--- src/rtl/mem_arbiter_pkg.sv ---
`default_nettype none
// ============================================================================
//  Module      : mem_arbiter_pkg
//  Description : Shared types for the cache-to-RAM arbiter: RAM word, RAM
//                handshake state and the arbiter grant state.
//  Revision    : 1.0 - initial release
// ============================================================================
package mem_arbiter_pkg;

    typedef logic [31:0] word_t;

    typedef enum logic [1:0] {
        FREE   = 2'd0,
        BUSY   = 2'd1,
        ACCESS = 2'd2,
        ERROR  = 2'd3
    } ramstate_t;

    typedef enum logic [1:0] {
        IDLE  = 2'd0,
        GNT_I = 2'd1,
        GNT_D = 2'd2
    } arb_state_t;

endpackage
`default_nettype wire

--- src/rtl/mem_arbiter_if.sv ---
`default_nettype none
// ============================================================================
//  Module      : mem_arbiter_if
//  Description : Bundle of icache, dcache and RAM port signals plus the
//                arbiter's transaction counters. The arbiter uses the slave
//                modport; the environment (caches + RAM) uses master.
//  Revision    : 1.0 - initial release
// ============================================================================
interface mem_arbiter_if #(
    parameter int CNT_W = 16
);
    import mem_arbiter_pkg::*;

    // icache side
    logic             iREN;
    word_t            iaddr;
    logic             iwait;
    word_t            iload;
    // dcache side
    logic             dREN;
    logic             dWEN;
    word_t            daddr;
    word_t            dstore;
    logic             dwait;
    word_t            dload;
    // RAM side
    logic             ramREN;
    logic             ramWEN;
    word_t            ramaddr;
    word_t            ramstore;
    word_t            ramload;
    ramstate_t        ramstate;
    // statistics
    logic [CNT_W-1:0] icount;
    logic [CNT_W-1:0] dcount;
    logic [CNT_W-1:0] errcount;

    modport slave (
        input  iREN, iaddr, dREN, dWEN, daddr, dstore, ramload, ramstate,
        output iwait, iload, dwait, dload,
        output ramREN, ramWEN, ramaddr, ramstore,
        output icount, dcount, errcount
    );

    modport master (
        output iREN, iaddr, dREN, dWEN, daddr, dstore, ramload, ramstate,
        input  iwait, iload, dwait, dload,
        input  ramREN, ramWEN, ramaddr, ramstore,
        input  icount, dcount, errcount
    );

endinterface
`default_nettype wire

--- src/rtl/mem_arbiter_sat_counter.sv ---
`default_nettype none
// ============================================================================
//  Module      : sat_counter
//  Description : Up-counter that sticks at all-ones instead of wrapping.
//  Revision    : 1.0 - initial release
// ============================================================================
module sat_counter #(
    parameter int W = 16
) (
    input  wire logic         clk,
    input  wire logic         nRST,
    input  wire logic         inc_i,
    output logic [W-1:0]      count_o
);

    logic [W-1:0] count_q;

    // Count one per asserted inc, holding once every bit is set.
    always_ff @(posedge clk or negedge nRST) begin
        if (!nRST) begin
            count_q <= '0;
        end else if (inc_i && (count_q != '1)) begin
            count_q <= count_q + W'(1);
        end
    end

    assign count_o = count_q;

endmodule
`default_nettype wire

--- src/rtl/mem_arbiter.sv ---
`default_nettype none
// ============================================================================
//  Module      : mem_arbiter
//  Description : Registered-grant arbiter between icache and dcache onto a
//                single RAM port. Dcache wins ties and keeps the grant for
//                back-to-back block words; a starvation counter forces an
//                icache fetch after STARVE_MAX consecutive dcache words.
//  Revision    : 1.0 - initial release
// ============================================================================
module mem_arbiter
    import mem_arbiter_pkg::*;
#(
    parameter int CNT_W      = 16,
    parameter int STARVE_MAX = 8
) (
    input  wire logic    CLK,
    input  wire logic    nRST,
    mem_arbiter_if.slave bus
);

    localparam int SW = $clog2(STARVE_MAX + 1);

    arb_state_t    state_q, state_d;
    logic [SW-1:0] starve_q, starve_d;

    logic d_req;
    logic i_done;
    logic d_done;
    logic err_hit;

    assign d_req   = bus.dREN | bus.dWEN;
    assign i_done  = (state_q == GNT_I) && bus.iREN && (bus.ramstate == ACCESS);
    assign d_done  = (state_q == GNT_D) && d_req    && (bus.ramstate == ACCESS);
    assign err_hit = (state_q != IDLE)  && (bus.ramstate == ERROR);

    // Grant and starvation registers; reset abandons any in-flight access.
    always_ff @(posedge CLK or negedge nRST) begin
        if (!nRST) begin
            state_q  <= IDLE;
            starve_q <= '0;
        end else begin
            state_q  <= state_d;
            starve_q <= starve_d;
        end
    end

    // Next grant, starvation update and the RAM/cache output mux.
    always_comb begin
        state_d      = state_q;
        starve_d     = starve_q;
        bus.ramREN   = 1'b0;
        bus.ramWEN   = 1'b0;
        bus.ramaddr  = '0;
        bus.ramstore = '0;
        bus.iwait    = 1'b1;
        bus.iload    = '0;
        bus.dwait    = 1'b1;
        bus.dload    = '0;
        unique case (state_q)
            IDLE: begin
                if (d_req) begin
                    state_d = GNT_D;
                end else if (bus.iREN) begin
                    state_d = GNT_I;
                end
            end
            GNT_I: begin
                bus.ramREN  = bus.iREN;
                bus.ramaddr = bus.iaddr;
                starve_d    = '0;
                if (i_done) begin
                    bus.iwait = 1'b0;
                    bus.iload = bus.ramload;
                end
                if (!bus.iREN) begin
                    state_d = IDLE;
                end else if (i_done) begin
                    state_d = d_req ? GNT_D : IDLE;
                end
            end
            GNT_D: begin
                bus.ramREN   = bus.dREN;
                bus.ramWEN   = bus.dWEN;
                bus.ramaddr  = bus.daddr;
                bus.ramstore = bus.dstore;
                if (d_done) begin
                    bus.dwait = 1'b0;
                    if (bus.dREN) begin
                        bus.dload = bus.ramload;
                    end
                    if (starve_q != SW'(STARVE_MAX)) begin
                        starve_d = starve_q + SW'(1);
                    end
                end
                // The word completing now is number starve_q+1, so yield once
                // that count reaches STARVE_MAX with an icache fetch waiting.
                if (!d_req) begin
                    state_d = IDLE;
                end else if (d_done && bus.iREN && (starve_q >= SW'(STARVE_MAX - 1))) begin
                    state_d = GNT_I;
                end
            end
            default: state_d = IDLE;
        endcase
    end

    sat_counter #(.W(CNT_W)) u_icount (
        .clk     (CLK),
        .nRST    (nRST),
        .inc_i   (i_done),
        .count_o (bus.icount)
    );

    sat_counter #(.W(CNT_W)) u_dcount (
        .clk     (CLK),
        .nRST    (nRST),
        .inc_i   (d_done),
        .count_o (bus.dcount)
    );

    sat_counter #(.W(CNT_W)) u_errcount (
        .clk     (CLK),
        .nRST    (nRST),
        .inc_i   (err_hit),
        .count_o (bus.errcount)
    );

endmodule
`default_nettype wire
--- src/flat_wrapper.sv ---
// flat-port wrapper written by rule: the top's interface ports become plain ports
module mem_arbiter_flat import mem_arbiter_pkg::*;
#(
    parameter int CNT_W      = 16,
    parameter int STARVE_MAX = 8
)
  (CLK, nRST, bus_iREN, bus_iaddr, bus_dREN, bus_dWEN, bus_daddr, bus_dstore, bus_ramload, bus_ramstate, bus_iwait, bus_iload, bus_dwait, bus_dload, bus_ramREN, bus_ramWEN, bus_ramaddr, bus_ramstore, bus_icount, bus_dcount, bus_errcount);
  mem_arbiter_if #(.CNT_W(CNT_W)) bus_i ();
  input  wire logic CLK;
  input  wire logic nRST;
  input wire logic [$bits(bus_i.iREN)-1:0] bus_iREN;
  input wire logic [$bits(bus_i.iaddr)-1:0] bus_iaddr;
  input wire logic [$bits(bus_i.dREN)-1:0] bus_dREN;
  input wire logic [$bits(bus_i.dWEN)-1:0] bus_dWEN;
  input wire logic [$bits(bus_i.daddr)-1:0] bus_daddr;
  input wire logic [$bits(bus_i.dstore)-1:0] bus_dstore;
  input wire logic [$bits(bus_i.ramload)-1:0] bus_ramload;
  input wire logic [$bits(bus_i.ramstate)-1:0] bus_ramstate;
  output wire logic [$bits(bus_i.iwait)-1:0] bus_iwait;
  output wire logic [$bits(bus_i.iload)-1:0] bus_iload;
  output wire logic [$bits(bus_i.dwait)-1:0] bus_dwait;
  output wire logic [$bits(bus_i.dload)-1:0] bus_dload;
  output wire logic [$bits(bus_i.ramREN)-1:0] bus_ramREN;
  output wire logic [$bits(bus_i.ramWEN)-1:0] bus_ramWEN;
  output wire logic [$bits(bus_i.ramaddr)-1:0] bus_ramaddr;
  output wire logic [$bits(bus_i.ramstore)-1:0] bus_ramstore;
  output wire logic [$bits(bus_i.icount)-1:0] bus_icount;
  output wire logic [$bits(bus_i.dcount)-1:0] bus_dcount;
  output wire logic [$bits(bus_i.errcount)-1:0] bus_errcount;
  assign bus_i.iREN = bus_iREN;
  assign bus_i.iaddr = bus_iaddr;
  assign bus_i.dREN = bus_dREN;
  assign bus_i.dWEN = bus_dWEN;
  assign bus_i.daddr = bus_daddr;
  assign bus_i.dstore = bus_dstore;
  assign bus_i.ramload = bus_ramload;
  assign bus_i.ramstate = bus_ramstate;
  assign bus_iwait = bus_i.iwait;
  assign bus_iload = bus_i.iload;
  assign bus_dwait = bus_i.dwait;
  assign bus_dload = bus_i.dload;
  assign bus_ramREN = bus_i.ramREN;
  assign bus_ramWEN = bus_i.ramWEN;
  assign bus_ramaddr = bus_i.ramaddr;
  assign bus_ramstore = bus_i.ramstore;
  assign bus_icount = bus_i.icount;
  assign bus_dcount = bus_i.dcount;
  assign bus_errcount = bus_i.errcount;
  mem_arbiter #(.CNT_W(CNT_W), .STARVE_MAX(STARVE_MAX)) u_core (.CLK(CLK), .nRST(nRST), .bus(bus_i));
endmodule
--- config.mk ---
export PLATFORM = sky130hd
export DESIGN_NAME = mem_arbiter_flat
export DESIGN_NICKNAME = d
export VERILOG_FILES = /design/src/rtl/mem_arbiter_pkg.sv /design/src/rtl/mem_arbiter_if.sv /design/src/rtl/mem_arbiter_sat_counter.sv /design/src/rtl/mem_arbiter.sv /design/src/flat_wrapper.sv
export SDC_FILE = /design/constraint.sdc
export NUM_CORES = 1
export LEC_CHECK = 0
export ABC_AREA = 1
export CORE_MARGIN = 2
export CORE_UTILIZATION = 30
export DETAILED_ROUTE_END_ITERATION = 7
export PLACE_DENSITY = 0.69
export SKIP_CTS_REPAIR_TIMING = 1
export SYNTH_ARGS = -nofsm -noshare
export SYNTH_HDL_FRONTEND = slang
export SYNTH_HIERARCHICAL = 1
export SYNTH_SLANG_ARGS = --single-unit
--- constraint.sdc ---
create_clock -name CLK -period 2 [get_ports CLK]
set_input_delay 0.3 -clock CLK [delete_from_list [all_inputs] [get_ports CLK]]
set_output_delay 0.3 -clock CLK [all_outputs]
set_load 0.005 [all_outputs]
Word level (Yosys, flattened, before mapping)
Index checks and enable logic that the tools add are counted.
{"block": "totals", "register_bits": 54, "inputBits": 135, "output_inout_bits": 180, "elab_cells": 63}
{"block": "classes", "add_sub_neg": 4, "magnitude_cmp": 1, "n_eq_ne": 13, "muxes": 24, "bitwise": 1, "reduce_logical": 15}
{"op": "two-way mux 32 bit", "n": 6}
{"op": "case mux 32 bit (2 select lines)", "n": 1}
{"op": "adder 16 x 1 -> 16 bit, second input constant", "n": 3}
{"op": "inequality test 16 bit, second input constant", "n": 3}
{"op": "two-way mux 2 bit", "n": 7}
{"op": "logical AND 1 bit", "n": 10}
{"op": "two-way mux 4 bit", "n": 2}
{"op": "case mux 4 bit (2 select lines)", "n": 1}
{"op": "equality test 2 bit, second input constant", "n": 3}
{"op": "inequality test 3 bit, second input constant", "n": 2}
{"op": "case mux 2 bit (3 select lines)", "n": 1}
{"op": "AND reduction 3 bit", "n": 2}
{"op": "two-way mux 1 bit", "n": 5}
{"op": "adder 4 x 1 -> 4 bit, second input constant", "n": 1}
{"op": ">= comparator 4 x 3 -> 1 bit, second input constant", "n": 1}
{"op": "inequality test 4 bit, second input constant", "n": 1}
{"op": "nonzero test 2 bit", "n": 2}
{"op": "inequality test 3 x 2 -> 1 bit, second input constant", "n": 1}
{"op": "equality test 2 x 1 -> 1 bit, second input constant", "n": 1}
{"op": "zero test 2 bit", "n": 1}
{"op": "inequality test 2 x 1 -> 1 bit, second input constant", "n": 1}
{"op": "inequality test 2 bit, second input constant", "n": 1}
{"op": "case mux 1 bit (2 select lines)", "n": 1}
{"op": "OR 1 bit", "n": 1}

Logic depth before layout (Yosys ltp)
Gate-level depths: netlist of run 1.
{"block": "logic_depth", "ltp_word": 8, "depth_mapped": 13, "depth_no_buf": 12}

Modules after synthesis
Netlist of run 1, hierarchy kept.
{"module": "sat_counter", "n_inst": 3, "cells_per_inst": 149, "area_per_inst_um2": 1058.5, "seq_area_each_um2": 400.4}
{"module": "mem_arbiter", "n_inst": 1, "cells_per_inst": 355, "area_per_inst_um2": 1685.4, "seq_area_each_um2": 150.1}

Worst setup path after synthesis of run 1
OpenSTA, ideal clock, no wires.
{"block": "synth_timing", "path_type": "register -> register", "start": "register u_core.state_q[0]", "end": "register u_core.u_errcount.count_q[15] (netlist: u_core/u_errcount/count_o[15])", "setup_ns": 0.113, "t_arrival_ns": 1.528, "slack_ns": 0.359, "stages_incl_launch_ff": 11, "n_path_buf": 0, "period_less_slack_ns": 1.641, "path_cell_list": "dfrtp_1 -> inv_1 -> ha_1 -> nor3_1 -> inv_1 -> nor2_1 -> nand2_1 -> nor2_1 -> nand3_1 -> nand2_1 -> inv_1"}
{"block": "synth_between", "elab_chain_cells": 3}
{"element": "start: declaration", "line_no": "mem_arbiter.sv:23", "source": "arb_state_t state_q, state_d;"}
{"element": "start signal: assignment", "line_no": "mem_arbiter.sv:42", "source": "state_q <= state_d;"}
{"element": "nonzero test 2 bit", "line_no": "mem_arbiter.sv:34", "source": "assign err_hit = (state_q != IDLE) && (bus.ramstate == ERROR);"}
{"element": "logical AND 1 bit", "line_no": "mem_arbiter.sv:34"}
{"element": "named net u_core.err_hit", "line_no": "mem_arbiter.sv:29", "source": "logic err_hit;"}
{"element": "logical AND 1 bit", "line_no": "mem_arbiter_sat_counter.sv:22", "source": "end else if (inc_i && (count_q != '1)) begin"}
{"element": "end signal: assignment", "line_no": "mem_arbiter_sat_counter.sv:23", "source": "count_q <= count_q + W'(1);"}
{"element": "end: declaration", "line_no": "mem_arbiter_sat_counter.sv:16", "source": "logic [W-1:0] count_q;"}
The timed path passes the listed nets, and every way through them passes these cells.
A chain may end at the register's enable or synchronous reset.

Worst setup path after layout of run 1
{"block": "layout_timing", "start": "register u_core.state_q[0]", "end": "output bus_ramstore[9]"}
{"block": "layout_between", "elab_chain_cells": 2}
{"element": "equality test 2 bit", "line_no": "mem_arbiter.sv:59", "source": "unique case (state_q)"}
{"element": "two-way mux 32 bit", "line_no": "mem_arbiter.sv:59"}
{"element": "end: declaration", "line_no": "flat_wrapper.sv:26", "source": "output wire logic [$bits(bus_i.ramstore)-1:0] bus_ramstore;"}
No other way between the ends.

==> results.txt, run 1 <==
Status: finished with violations
Failing checks: hold timing, setup timing
RSZ-0062 raised after global routing: true
Worst Reg2Reg Path Length in Cells: 15
Root Buffer: clkbuf_16
Final hold vios: 16
Syn_nets: 946
Simple-Gate Fraction of Synth Area: 0.463
Worst Path Arrival: 1900 ps
Yosys cell types: 26
Share of cells above drive strength 1: 0.220
Total power: 7.24 mW
Largest family of logic cells by synthesized area: simple AND/OR/NAND/NOR gates
Commonest non-fill, non-tap cell in the layout: nand2_1
Max-cap violations: 0
Synth Area in Adders: 0.0232
Clock sink total: 54
Core ar.: 15900 um2
Sequential area share after synthesis: 0.278
Vias/cell: 4.62
Fin Clk Skew: 9.60 ps
Final HPWL DP: 17400 um
Die footprint: 17200 um2
Vias: 6291
Post-synthesis instance total: 802
Worst Tran Pin Value: 575 ps
Pin count of the biggest net entering global routing: 50
Xor and xnor area share after synthesis: 0.0342
Slew HR: 0.617
Initial Utilization: 0.306
DRT Pass-1 Iters: 4
CP max FO: 25
Routability cong.: 0.884
Hold slack: -9.40 ps
Flop2flop setup slack: 90 ps
Pwr Density: 803 nW/um2
Starting DRT DRC Count: 287
Crit path required time: 1700 ps
Synth Area in Compound Gates: 0.0718
# port buffers: 314
Max frequency: 455 MHz
Synth Warn #: 6
Most frequent cells in the layout: nand2_1 (300), clkdlybuf4s50_1 (182), inv_1 (102)
CTS tree: yes
Worst slack, placed: -275 ps
Setup TNS: -1160 ps
Final setup fails: 21
Tcrit/Tclk final: 1.10
Worst flop-to-flop path startpoint: u_core/state_q[0]
DIE WIDTH: 131 um
Mapped Area: 4860 um2
Post-DR wirelength/cell: 16.6 um
# IOs: 315
Clk slew on worst S/H paths: 80 ps
Leakage: 5.20 nW
Inserted Clock Buffers: 5
Max VDD drop: 0.000538 V
Final WL: 22600 um
First-pass GRT wire length: 32100 um
Initial antenna violation count: 3
CP Capture Type: primary output
Clock buffer depth: 2
H-tree depth: 2
Remaining DRCs: 0
Die H: 131 um
Post-synthesis register bit count: 54
Worst setup margin: -196 ps
All-layer global routing usage: 0.234
Rows: 46
Worst Hold Class: input pin to async pin
Antenna-violating nets left: 0
Grt ovf: 0
Slew Limit Fails: 0
Vias in the first global route: 5623
Mean area per synthesized cell: 6.06 um2
Layout Nets: 1288
CP Launch Type: register
Area grow syn2layout: 85.5%
Capture point of the worst reg-to-reg path: u_core/u_dcount/count_o[15]
Kind of critical path: register to primary output
Final min period: 2200 ps
Clk Latency, worst-skew pair: 300 ps
Mux share of post-synthesis cell area: 0
## power breakdown
group | switching, mW | leakage [nW] | total (mW) | internal (mW)
Combinational | 2.34 | 4.43 | 4.65 | 2.31
Clock | 0.443 | 0.0759 | 0.922 | 0.479
Sequential | 0.336 | 0.690 | 1.67 | 1.33
## how the worst max path moves through the flow
stage / depth (start not counted) / to / slack, ps / start
after global routing: 7 / bus_ramstore[9] / -270 / u_core/state_q[0]
after CTS: 6 / bus_ramaddr[26] / -480 / u_core/state_q[0]
after detailed placement: 8 / bus_iload[18] / -270 / bus_ramstate[0]
final: 7 / bus_ramstore[9] / -200 / u_core/state_q[0]
after floorplan: 10 / u_core/u_errcount/count_o[15] / 360 / u_core/state_q[0]
after global placement: 8 / bus_iload[22] / -220 / bus_ramstate[0]
## flip-flops by register name, indices dropped and copies added (netlist names)
register                   flops
u_core/state_q                 2
u_core/u_dcount/count_o       16
u_core/u_icount/count_o       16
u_core/u_errcount/count_o     16
u_core/starve_q                4
## stage by stage
stage | util | cell area, um2 | cells
global placement | 0.533 | 8460 | 1338
global route | 0.568 | 9020 | 1363
floorplan | - | 4860 | 802
detailed placement | 0.533 | 8460 | 1338
finish | 0.568 | 9020 | 1363
CTS | 0.542 | 8620 | 1346
## cell type report
| type | count | area, um2 |
|---|---|---|
| diodes | 2 | 5.00 |
| inverters | 116 | 443 |
| clock buffers | 5 | 125 |
| multi-input cells | 603 | 3180 |
| fillers | 1558 | 6870 |
| repair buffers | 364 | 3610 |
| well taps | 216 | 270 |
| flip-flops and latches | 54 | 1350 |
| clock inverters | 3 | 28.8 |
## worst max-delay path, stage by stage, from the launching register on
cell             delay (ps)
dfrtp_1                 410
inv_2                    90
ha_4                    140
buf_12                  100
buf_12                  160
nand2_1                  80
inv_2                   100
clkdlybuf4s50_1         510
## synth_stat cells
cell type,n,area [um2]
xor2_1,4,35.0
o21ai_2,7,61.3
o21ai_0,21,105
inv_1,112,420
inv_2,4,15.0
buf_2,10,50.1
nand2_1,311,1170
xnor2_1,15,131
nand4_1,17,106
buf_4,2,15.0
ha_1,9,113
nor3_1,33,165
nand3_1,29,145
clkbuf_1,3,11.3
nor2_1,81,304
nor2_4,13,146
buf_1,5,18.8
nor2_2,10,62.6
o21bai_1,1,7.51
o21ai_1,1,5.00
buf_6,9,101
a21oi_1,34,170
nand4_4,3,63.8
nand2_2,13,81.3
dfrtp_1,54,1350
nor3b_1,1,7.51
## per-layer routing
layer / track usage / vias to the layer above / share of wire
met5: 0 / - / 0
met1: 0.311 / 2889 / 0.42
met3: 0.0833 / 16 / 0.099
met4: 0.0296 / 0 / 0.011
met2: 0.377 / 239 / 0.47
li1: - / 3147 / -
## cells by family after synthesis
kind of cell	count (synthesis)
flip-flops	54
buffers and inverters	145
adder cells (fa/ha/maj)	9
XOR/XNOR	19
AND/OR/NAND/NOR	511
AO/OA/AOI/OAI	64
No activity file was read; power rests on OpenSTA's default activity.
==> run 2: changes to the inputs <==
--- a/config.mk
+++ b/config.mk
@@ -5,13 +5,11 @@
 export SDC_FILE = /design/constraint.sdc
 export NUM_CORES = 1
 export LEC_CHECK = 0
-export ABC_AREA = 1
-export CORE_MARGIN = 2
-export CORE_UTILIZATION = 30
+export CORE_AREA = 2 2 123 125
 export DETAILED_ROUTE_END_ITERATION = 7
+export DIE_AREA = 0 0 125 127
 export PLACE_DENSITY = 0.69
 export SKIP_CTS_REPAIR_TIMING = 1
 export SYNTH_ARGS = -nofsm -noshare
 export SYNTH_HDL_FRONTEND = slang
-export SYNTH_HIERARCHICAL = 1
 export SYNTH_SLANG_ARGS = --single-unit
==> run 2 against run 1 <==
Compared with the run above:
- the run still ends with hold timing, setup timing left
- largest cell class unchanged
- count of clock-buffer cells in the layout did not move
- sequential cell count did not move
- utilization rose by 3.4 points
- clock power rose by 7.7%
- first-iteration DRC count rose by 1.0%
- final area fell by 3.7%
- cell count fell by 25%
- synthesized cell count fell by 42%
- area after synthesis fell by 17%
- highest routed layer unchanged
- worst setup slack got worse by 49 ps
- wire length fell by 13%
- via count fell by 19%
==> results.txt, run 2 <==
Hold slack: -3.94 ps
CTS tree: yes
Most frequent cells in the layout: clkdlybuf4s50_1 (181), buf_6 (58), and2_1 (55)
CP Capture Type: primary output
Worst Path Arrival: 1940 ps
Sequential area share after synthesis: 0.336
List of most frequent post-synthesis cells: and2_1 (98), dfrtp_1 (54), nor2b_1 (33), a22oi_1 (32), nand4_1 (21)
Worst Reg2Reg Path Length in Cells: 9
Crit path required time: 1700 ps
Mapped Area: 4020 um2
Remaining DRCs: 0
Slew Limit Fails: 0
Pwr Density: 768 nW/um2
Dominant cells by area after synthesis: dfrtp_1 (34%), and2_1 (15%), a22oi_1 (6.0%), nor2b_1 (5.1%), xnor2_1 (3.5%)
Largest area contributor in the netlist: dfrtp_1
Initial Utilization: 0.279
Worst setup margin: -245 ps
Antenna-violating nets left: 0
RSZ-0062 raised after global routing: true
Area grow syn2layout: 116%
Slowest CP cell: dfrtp_2
Vias/cell: 4.95
Vias in the first global route: 4806
Pin count of the biggest net entering global routing: 71
Post-synthesis instance total: 465
Placed insts: 974
Post-DR wirelength/cell: 19.2 um
Synth Warn #: 0
Status: finished with violations
Final HPWL DP: 14600 um
Commonest register cell after synthesis: dfrtp_1
Starting DRT DRC Count: 290
Failing checks: hold timing, setup timing
Post-synth EDFFs: 0
Critical path cell sequence: inv_2 -> ha_4 -> buf_6 -> nand2_4 -> nor2_4 -> buf_12 -> buf_4 -> clkbuf_16 -> and2_1 -> clkbuf_2
Die footprint: 15900 um2
Core ar.: 14400 um2
Total power: 6.67 mW
CP Launch Type: register
Routability cong.: 0.929
# IOs: 315
Max-cap violations: 0
Root Buffer: clkbuf_16
Inserted Clock Buffers: 5
Worst slack, placed: -367 ps
Syn_nets: 609
Top-count cell post-synth: and2_1
Clk slew on worst S/H paths: 70 ps
Fillers: 1260
CP max FO: 8
Clock sink total: 54
Kind of critical path: register to primary output
Initial antenna violation count: 0
First-pass GRT wire length: 25900 um
Grt ovf: 0
CP max stage delay: 450 ps
Rows: 44
Max frequency: 445 MHz
Vias: 5068
Die H: 127 um
Layout Nets: 982
Final WL: 19700 um
Leakage: 4.29 nW
Final min period: 2240 ps
Max VDD drop: 0.000486 V
DIE WIDTH: 125 um
Clk Latency, worst-skew pair: 290 ps
Worst Tran Pin Value: 564 ps
Top cell type's share of synthesized area: 0.336
Post-synthesis register bit count: 54
Tcrit/Tclk final: 1.12
Asr flop ratio synth: 1.00
Share of cells above drive strength 1: 0.353
Yosys cell types: 49
Final setup fails: 83
Commonest non-fill, non-tap cell in the layout: clkdlybuf4s50_1
# port buffers: 314
Mean area per synthesized cell: 8.64 um2
H-tree depth: 2
Final hold vios: 4
All-layer global routing usage: 0.203
Fin Clk Skew: 7.13 ps
Clock buffer depth: 2
Fin cells: 1023
Slew HR: 0.624
Worst Hold Class: input pin to async pin
ANT cells: 0
DRT Pass-1 Iters: 5
## run 2: changes by cell type after synthesis, moves of 14 or more
cell / delta
nor2_1: -62
o21ai_0: -14
a21oi_1: -23
nand2_1: -297
nor3_1: -22
and2_1: +98
a22oi_1: +32
clkbuf_1: +16
inv_1: -98
nor2b_1: +33
## run 2: cells by family after synthesis
| family | synth area share |
|---|---|
| compound gates | 0.121 |
| simple gates | 0.369 |
| flops | 0.336 |
| buf+inv | 0.0402 |
| xor+xnor | 0.0632 |
| mux | 0.0424 |
| fa+ha+maj | 0.0280 |
## run 2: area by class of cell
| cell class | count | area (um2) | share of cell area |
|---|---|---|---|
| well taps | 184 | 230 | 0.0265 |
| inverters | 15 | 63.8 | 0.00735 |
| multi-input cells | 373 | 2920 | 0.336 |
| clock buffers | 5 | 125 | 0.0144 |
| clock inverters | 3 | 43.8 | 0.00504 |
| repair buffers | 389 | 3950 | 0.455 |
| flip-flops and latches | 54 | 1350 | 0.156 |
## run 2: worst paths after layout
| check | start | end | slack [ps] |
|---|---|---|---|
| worst min-delay path | nRST | u_core.u_errcount.count_o[8] | -4 |
| worst max-delay path | u_core.state_q[0] | bus_dload[11] | -240 |
| worst min register to register | u_core.u_dcount.count_o[7] | u_core.u_dcount.count_o[7] | 530 |
| min in group CLK | u_core.u_dcount.count_o[7] | u_core.u_dcount.count_o[7] | 530 |
| worst max register to register | u_core.state_q[1] | u_core.u_icount.count_o[13] | -60 |
| max in group asynchronous | nRST | u_core.state_q[0] | 1410 |
## run 2: power by group
part	internal, mW	leakage, nW	switching, mW
sequential	1.23	0.721	0.192
combinational	2.46	3.48	1.79
clock	0.594	0.0842	0.400
## run 2: metal layers
layer / up-vias / track usage / routed length, um
li1: 2388 / - / -
met2: 188 / 0.405 / 10900
met4: 0 / 0.0484 / 460
met1: 2458 / 0.215 / 7270
met5: - / 0 / 0
met3: 34 / 0.0427 / 1050
## run 2: through the flow
stage | setup TNS, ps | instance area [um2] | util
detailed placement | -25170 | 7640 | 0.529
global placement | -23760 | 7640 | 0.529
floorplan | -31.6 | 4030 | -
global route | -15650 | 8680 | 0.602
finish | -9010 | 8680 | 0.602
CTS | -53290 | 7810 | 0.541
## run 2: critical path: cells and delay by family, from the launching register on
| family | cells | cell delay, ps |
|---|---|---|
| fa+ha+maj | 1 | 170 |
| buf+inv | 6 | 720 |
| simple gates | 3 | 330 |
| flops | 1 | 450 |
==> edit 1: new RTL, config.mk and constraints of run 2 <==
`STARVE_MAX` is set to 8 in 2 places; all go to 4.
--- a/src/rtl/mem_arbiter.sv
+++ b/src/rtl/mem_arbiter.sv
@@ -11,7 +11,7 @@
     import mem_arbiter_pkg::*;
 #(
     parameter int CNT_W      = 16,
-    parameter int STARVE_MAX = 8
+    parameter int STARVE_MAX = 4
 ) (
     input  wire logic    CLK,
     input  wire logic    nRST,
--- a/src/flat_wrapper.sv
+++ b/src/flat_wrapper.sv
@@ -2,7 +2,7 @@
 module mem_arbiter_flat import mem_arbiter_pkg::*;
 #(
     parameter int CNT_W      = 16,
-    parameter int STARVE_MAX = 8
+    parameter int STARVE_MAX = 4
 )
   (CLK, nRST, bus_iREN, bus_iaddr, bus_dREN, bus_dWEN, bus_daddr, bus_dstore, bus_ramload, bus_ramstate, bus_iwait, bus_iload, bus_dwait, bus_dload, bus_ramREN, bus_ramWEN, bus_ramaddr, bus_ramstore, bus_icount, bus_dcount, bus_errcount);
   mem_arbiter_if #(.CNT_W(CNT_W)) bus_i ();
Function: changed (a bounded check fails within 10 cycles, from zero or initial values and one cycle with nRST low).
==> edit 1 against run 2 <==
  * The run ends with setup timing left
  * Final area is 0.58% higher
  * Sequential cell count down 1
  * Worst setup slack lost 0.058 ns
  * Routed wire length grew 10%
  * Area after synthesis fell by 0.16%
  * Count of clock-buffer cells in the layout up 1
  * Sequential share of layout area is 0.39 points lower
  * Total power is 14% higher
  * Non-clock buffer count is 22 higher
  * First-iteration DRC count fell by 11%
  * Combinational power up 22%
==> edit 1: results (changes against run 2) <==
power.leakage_nw: 4.63  # was 4.29 nW
hp-class: "reg2reg"  # was in2async
insertion_delay_ns: 0.29  # about the same
cp-endpoint: "bus_iload[24]"  # was bus_dload[11]
hpwl_mm: 16.1  # was 14.6 mm
async_reset_ff_frac: 1.00  # unchanged
clockBufferDepth: 2  # unchanged
setup_viol: 100  # was 83
clk_pin_slew_ns: 0.07  # about the same
synth_area_leaders: "dfrtp_1 (33%), and2_1 (15%), a22oi_1 (6.0%)"  # was dfrtp_1 (34%), and2_1 (15%), a22oi_1 (6.0%)
grt_max_degree: 36  # was 71
detail_route.wl_per_cell_um: 20.6  # was 19.2 µm
reg2reg_depth: 10  # was 9
synth_cell_types: 44  # was 49
cp_top_family: "buffers and inverters"  # unchanged
ys_seq_elements: 53  # was 54
antenna_found_initial: 2  # was 0
placedCellCount: 987  # was 974
r2r_slack_ns: -0.08  # was -0.06 ns
place_area_mm2: 0.00770  # was 0.00764 mm²
place.port_buffers: 314  # unchanged
drive_above_1_share: 0.321  # was 0.353
synth_seq_area_share: 0.331  # was 0.336
crit_path_top_delay_cell: "dfrtp_1"  # was dfrtp_2
grt_first_pass_wirelength_mm: 27.9  # was 25.9 mm
hold_depth: 1
cts.htree.levels: 2  # unchanged
r2r_end: "u_core.u_icount.count_o[7]$_DFFE_PN0P_"  # was u_core.u_icount.count_o[13]$_DFFE_PN0P_
crit_path_start: "u_core.state_q[0]$_DFFE_PN0P_"  # unchanged
crit_fanout: 5  # was 8
status: "finished, violations left"  # unchanged
drt_iter0_drc: 259  # was 290
worst_hold_slack_ns: 0.507  # was -0.00394 ns
worstHoldStart: "u_core.u_icount.count_o[8]$_DFFE_PN0P_"
setup_ws_ns: -0.303  # was -0.245 ns
syn_avg_cell_area_um2: 8.55  # was 8.64 µm²
ys_top_cells_by_count: "and2_1 (97), dfrtp_1 (53), nor2b_1 (37)"  # was and2_1 (98), dfrtp_1 (54), nor2b_1 (33)
synth_flop_cell: "dfrtp_1"  # unchanged
holdPathEnd: "u_core.u_icount.count_o[8]$_DFFE_PN0P_"
cp_slowest_stage_delay_ns: 0.42  # was 0.45 ns
worstMarginPinSlew_ns: 0.507  # was 0.564 ns
drt_pass1_iterations: 6  # was 5
yosys_warnings: 0  # unchanged
design.final.nets: 1007  # was 982
grt_pass1_vias: 4963  # was 4,806
worstPathArrival_ns: 2.00  # was 1.94 ns
cts-buffers-inserted: 5  # unchanged
gp_congestion: 0.903  # was 0.929
ir_worst_vdd_uv: 466  # was 486 µV
violations: "setup timing"  # was hold timing, setup timing
postSynthNetCount: 614  # was 609
root_buffer: "clkbuf_16"  # unchanged
wl_mm: 21.7  # was 19.7 mm
finalClockSkew_ns: 0.00431  # was 0.00713 ns
vias_per_cell: 4.98  # was 4.95
cellPowerDensity_mw_per_mm2: 874  # was 768 mW/mm²
grt_usage: 0.224  # was 0.203
-- edit 1: cell types whose count changed after synthesis, moves of 4 or more --
cell	before	now
nand3_1	20	13
a31oi_1	7	2
nor3_1	11	15
xor2_1	13	25
nand2_1	14	32
nor2b_1	33	37
xnor2_1	16	7
-- edit 1: final cells by class --
cell class,instances,area [µm²]
clock inverter,2,37.5
inverter,11,43.8
antenna,2,5.00
timing repair buffer,411,4010
sequential,53,1330
clock buffer,6,139
fill,1221,5690
multi-input combinational,380,2940
tap,184,230
-- edit 1: through the flow --
step / setup slack (ns) / setup TNS (ns) / util
after CTS: -0.469 / -53.60 / 0.546
final: -0.303 / -14.01 / 0.605
after detailed placement: -0.319 / -24.59 / 0.534
after global placement: -0.318 / -23.11 / 0.534
after floorplan: 0.0942 / 0 / -
after global routing: -0.364 / -21.46 / 0.605
-- edit 1: where the power goes --
group,internal (mW),total (mW),switching [mW]
clock,0.625,1.02,0.392
sequential,1.23,1.45,0.216
combinational,3.00,5.17,2.17
total,4.85,7.63,2.78
-- edit 1: cell families (layout without fill, tap and decap cells) --
family,count (synthesis),in the layout,synth area share
and+or+nand+nor,263,263,0.390
AOI/OAI and AO/OA,63,63,0.111
DFF,53,53,0.331
buffers and inverters,36,430,0.0346
xor gates and xnor gates,32,32,0.0699
muxes,12,12,0.0331
adders and majority gates,10,10,0.0312
other,0,2,0
-- edit 1: routing by layer --
layer | wire (µm) | global-route usage | share of wire
met3 | 1070 | 0.0415 | 0.049
met4 | 929 | 0.0837 | 0.043
met2 | 12100 | 0.439 | 0.56
met1 | 7610 | 0.237 | 0.35
met5 | 0 | 0 | 0
==> edit 2: new RTL, flow settings as in run 2 <==
Without the edit above. Make the reset (`nRST`) synchronous in 2 clocked blocks.
--- a/src/rtl/mem_arbiter_sat_counter.sv
+++ b/src/rtl/mem_arbiter_sat_counter.sv
@@ -16,7 +16,7 @@
     logic [W-1:0] count_q;
 
     // Count one per asserted inc, holding once every bit is set.
-    always_ff @(posedge clk or negedge nRST) begin
+    always_ff @(posedge clk) begin
         if (!nRST) begin
             count_q <= '0;
         end else if (inc_i && (count_q != '1)) begin
--- a/src/rtl/mem_arbiter.sv
+++ b/src/rtl/mem_arbiter.sv
@@ -34,7 +34,7 @@
     assign err_hit = (state_q != IDLE)  && (bus.ramstate == ERROR);
 
     // Grant and starvation registers; reset abandons any in-flight access.
-    always_ff @(posedge CLK or negedge nRST) begin
+    always_ff @(posedge CLK) begin
         if (!nRST) begin
             state_q  <= IDLE;
             starve_q <= '0;
Behaviour: differs if nRST is asserted again (counterexample within 4 cycles, from zero or initial values and one cycle with nRST low); with nRST held inactive, the same outputs for 4 cycles.
==> edit 2 against run 2 <==
  * Register-to-register slack got worse by 0.097 ns
  * Sequential cell count did not move
  * Fmax rose by 4.1%
  * Critical path depth fell by 1
  * Routed wire length rose by 3.7%
  * Final cell count rose by 5.9%
  * Sequential share of layout area fell by 2.9 points
  * Area after synthesis rose by 1.4%
  * Worst setup slack improved by 0.088 ns
  * Clock power fell by 10%
  * The run ends with setup timing left
  * Total power fell by 21%
  * Core utilization fell by 0.46 points
  * Clock skew rose by 0.0038 ns
  * Final area fell by 0.76%
==> edit 2: results (changes against run 2) <==
status: "finished, violations left"  # unchanged
violations: "setup timing"  # was hold timing, setup timing
grt_pass1_vias: 5100  # was 4,806
slew-limit-headroom: 0.619  # was 0.624
muxShareOfSynthArea: 0.0295  # was 0.0424
ir_worst_vdd_uv: 355  # was 486 µV
placedCellCount: 1042  # was 974
power.leakage_nw: 4.75  # was 4.29 nW
finalSetupTns_ns: -3.15  # was -9.01 ns
drive_above_1_share: 0.184  # was 0.353
postSynthNetCount: 675  # was 609
setup_viol: 32  # was 83
crit_fanout: 4  # was 8
hpwl_mm: 14.9  # was 14.6 mm
hp-class: "reg2reg"  # was in2async
grt_max_degree: 43  # was 71
wl_mm: 20.4  # was 19.7 mm
nFillCells: 1266  # was 1,260
setup_ws_ns: -0.157  # was -0.245 ns
detail_route.wl_per_cell_um: 18.8  # was 19.2 µm
clk_pin_slew_ns: 0.07  # about the same
synth_compound_area_frac: 0.204  # was 0.121
gp_congestion: 0.939  # was 0.929
synthAdderAreaFrac: 0.0276  # was 0.0280
async_reset_ff_frac: 0  # was 1.00
cp_slowest_stage_delay_ns: 0.36  # was 0.45 ns
synth_seq_area_share: 0.265  # was 0.336
ys_top_cells_by_count: "and2_1 (101), dfxtp_1 (54), nand2_1 (37)"  # was and2_1 (98), dfrtp_1 (54), nor2b_1 (33)
grt_usage: 0.216  # was 0.203
worstPathArrival_ns: 1.86  # was 1.94 ns
crit_path_top_delay_cell: "dfxtp_4"  # was dfrtp_2
via_count: 5630  # was 5,068
synth_cell_types: 55  # was 49
synth_xor_xnor_area_share: 0.00430  # was 0.0632
synth_area_leaders: "dfxtp_1 (27%), and2_1 (16%), a22oi_1 (5.9%)"  # was dfrtp_1 (34%), and2_1 (15%), a22oi_1 (6.0%)
[edit 2: final timing paths]
kind | cells after the start | from | slack [ns] | endpoint
setup / recovery | 9 | u_core.state_q[0]$_SDFFE_PN0P_ | -0.16 | bus_dload[7]
hold reg to reg | 2 | u_core.u_dcount.count_o[15]$_SDFFE_PN0P_ | 0.50 | u_core.u_dcount.count_o[15]$_SDFFE_PN0P_
hold / removal | 2 | u_core.u_dcount.count_o[15]$_SDFFE_PN0P_ | 0.50 | u_core.u_dcount.count_o[15]$_SDFFE_PN0P_
setup reg to reg | 10 | u_core.state_q[0]$_SDFFE_PN0P_ | -0.16 | u_core.u_icount.count_o[12]$_SDFFE_PN0P_
[edit 2: layout make-up]
| cell class | count | area [µm²] | share of cell area |
|---|---|---|---|
| Tap cell | 184 | 230 | 0.0267 |
| Timing Repair Buffer | 395 | 4130 | 0.480 |
| Clock inverter | 3 | 26.3 | 0.00305 |
| Clock buffer | 5 | 125 | 0.0145 |
| Inverter | 11 | 46.3 | 0.00537 |
| Sequential cell | 54 | 1090 | 0.126 |
| Multi-Input combinational cell | 431 | 2960 | 0.344 |
[edit 2: kinds of logic (layout without fill, tap and decap cells)]
group,after synthesis,after routing
XOR/XNOR,2,2
adder cells (fa/ha/maj),9,9
multiplexers,12,12
flip-flops,54,54
AND/OR/NAND/NOR,287,287
AO/OA/AOI/OAI,121,121
buffers and inverters,46,414
[edit 2: layer usage]
layer | part of all wire | routed length, µm | up-vias | global-route usage
li1 | - | - | 2685 | -
met1 | 0.41 | 8290 | 2690 | 0.271
met2 | 0.52 | 10500 | 228 | 0.382
met3 | 0.063 | 1280 | 25 | 0.0490
met4 | 0.015 | 298 | 2 | 0.0392
met5 | 0.00064 | 13 | - | 0
[edit 2: critical path, delay by kind of cell, from the launching register on]
| kind | cells | cell delay (ns) |
|---|---|---|
| flops | 1 | 0.36 |
| buf+inv | 5 | 0.62 |
| simple gates | 3 | 0.39 |
| fa+ha+maj | 1 | 0.20 |
[edit 2: through the flow]
stage / cell area, µm² / worst slack [ns] / hold slack [ns]
2_1_floorplan: 4080 / 0.00915 / 0.449
4_1_cts: 7930 / -0.449 / 0.499
3_3_place_gp: 7770 / -0.413 / 0.470
3_5_place_dp: 7770 / -0.440 / 0.490
5_1_grt: 8610 / -0.256 / 0.524
6_report: 8610 / -0.157 / 0.503
[edit 2: where the power goes]
part           switching, mW  internal, mW
registers             0.0450          1.12
clock network          0.422         0.472
logic                   1.26          1.93
total                   1.73          3.52
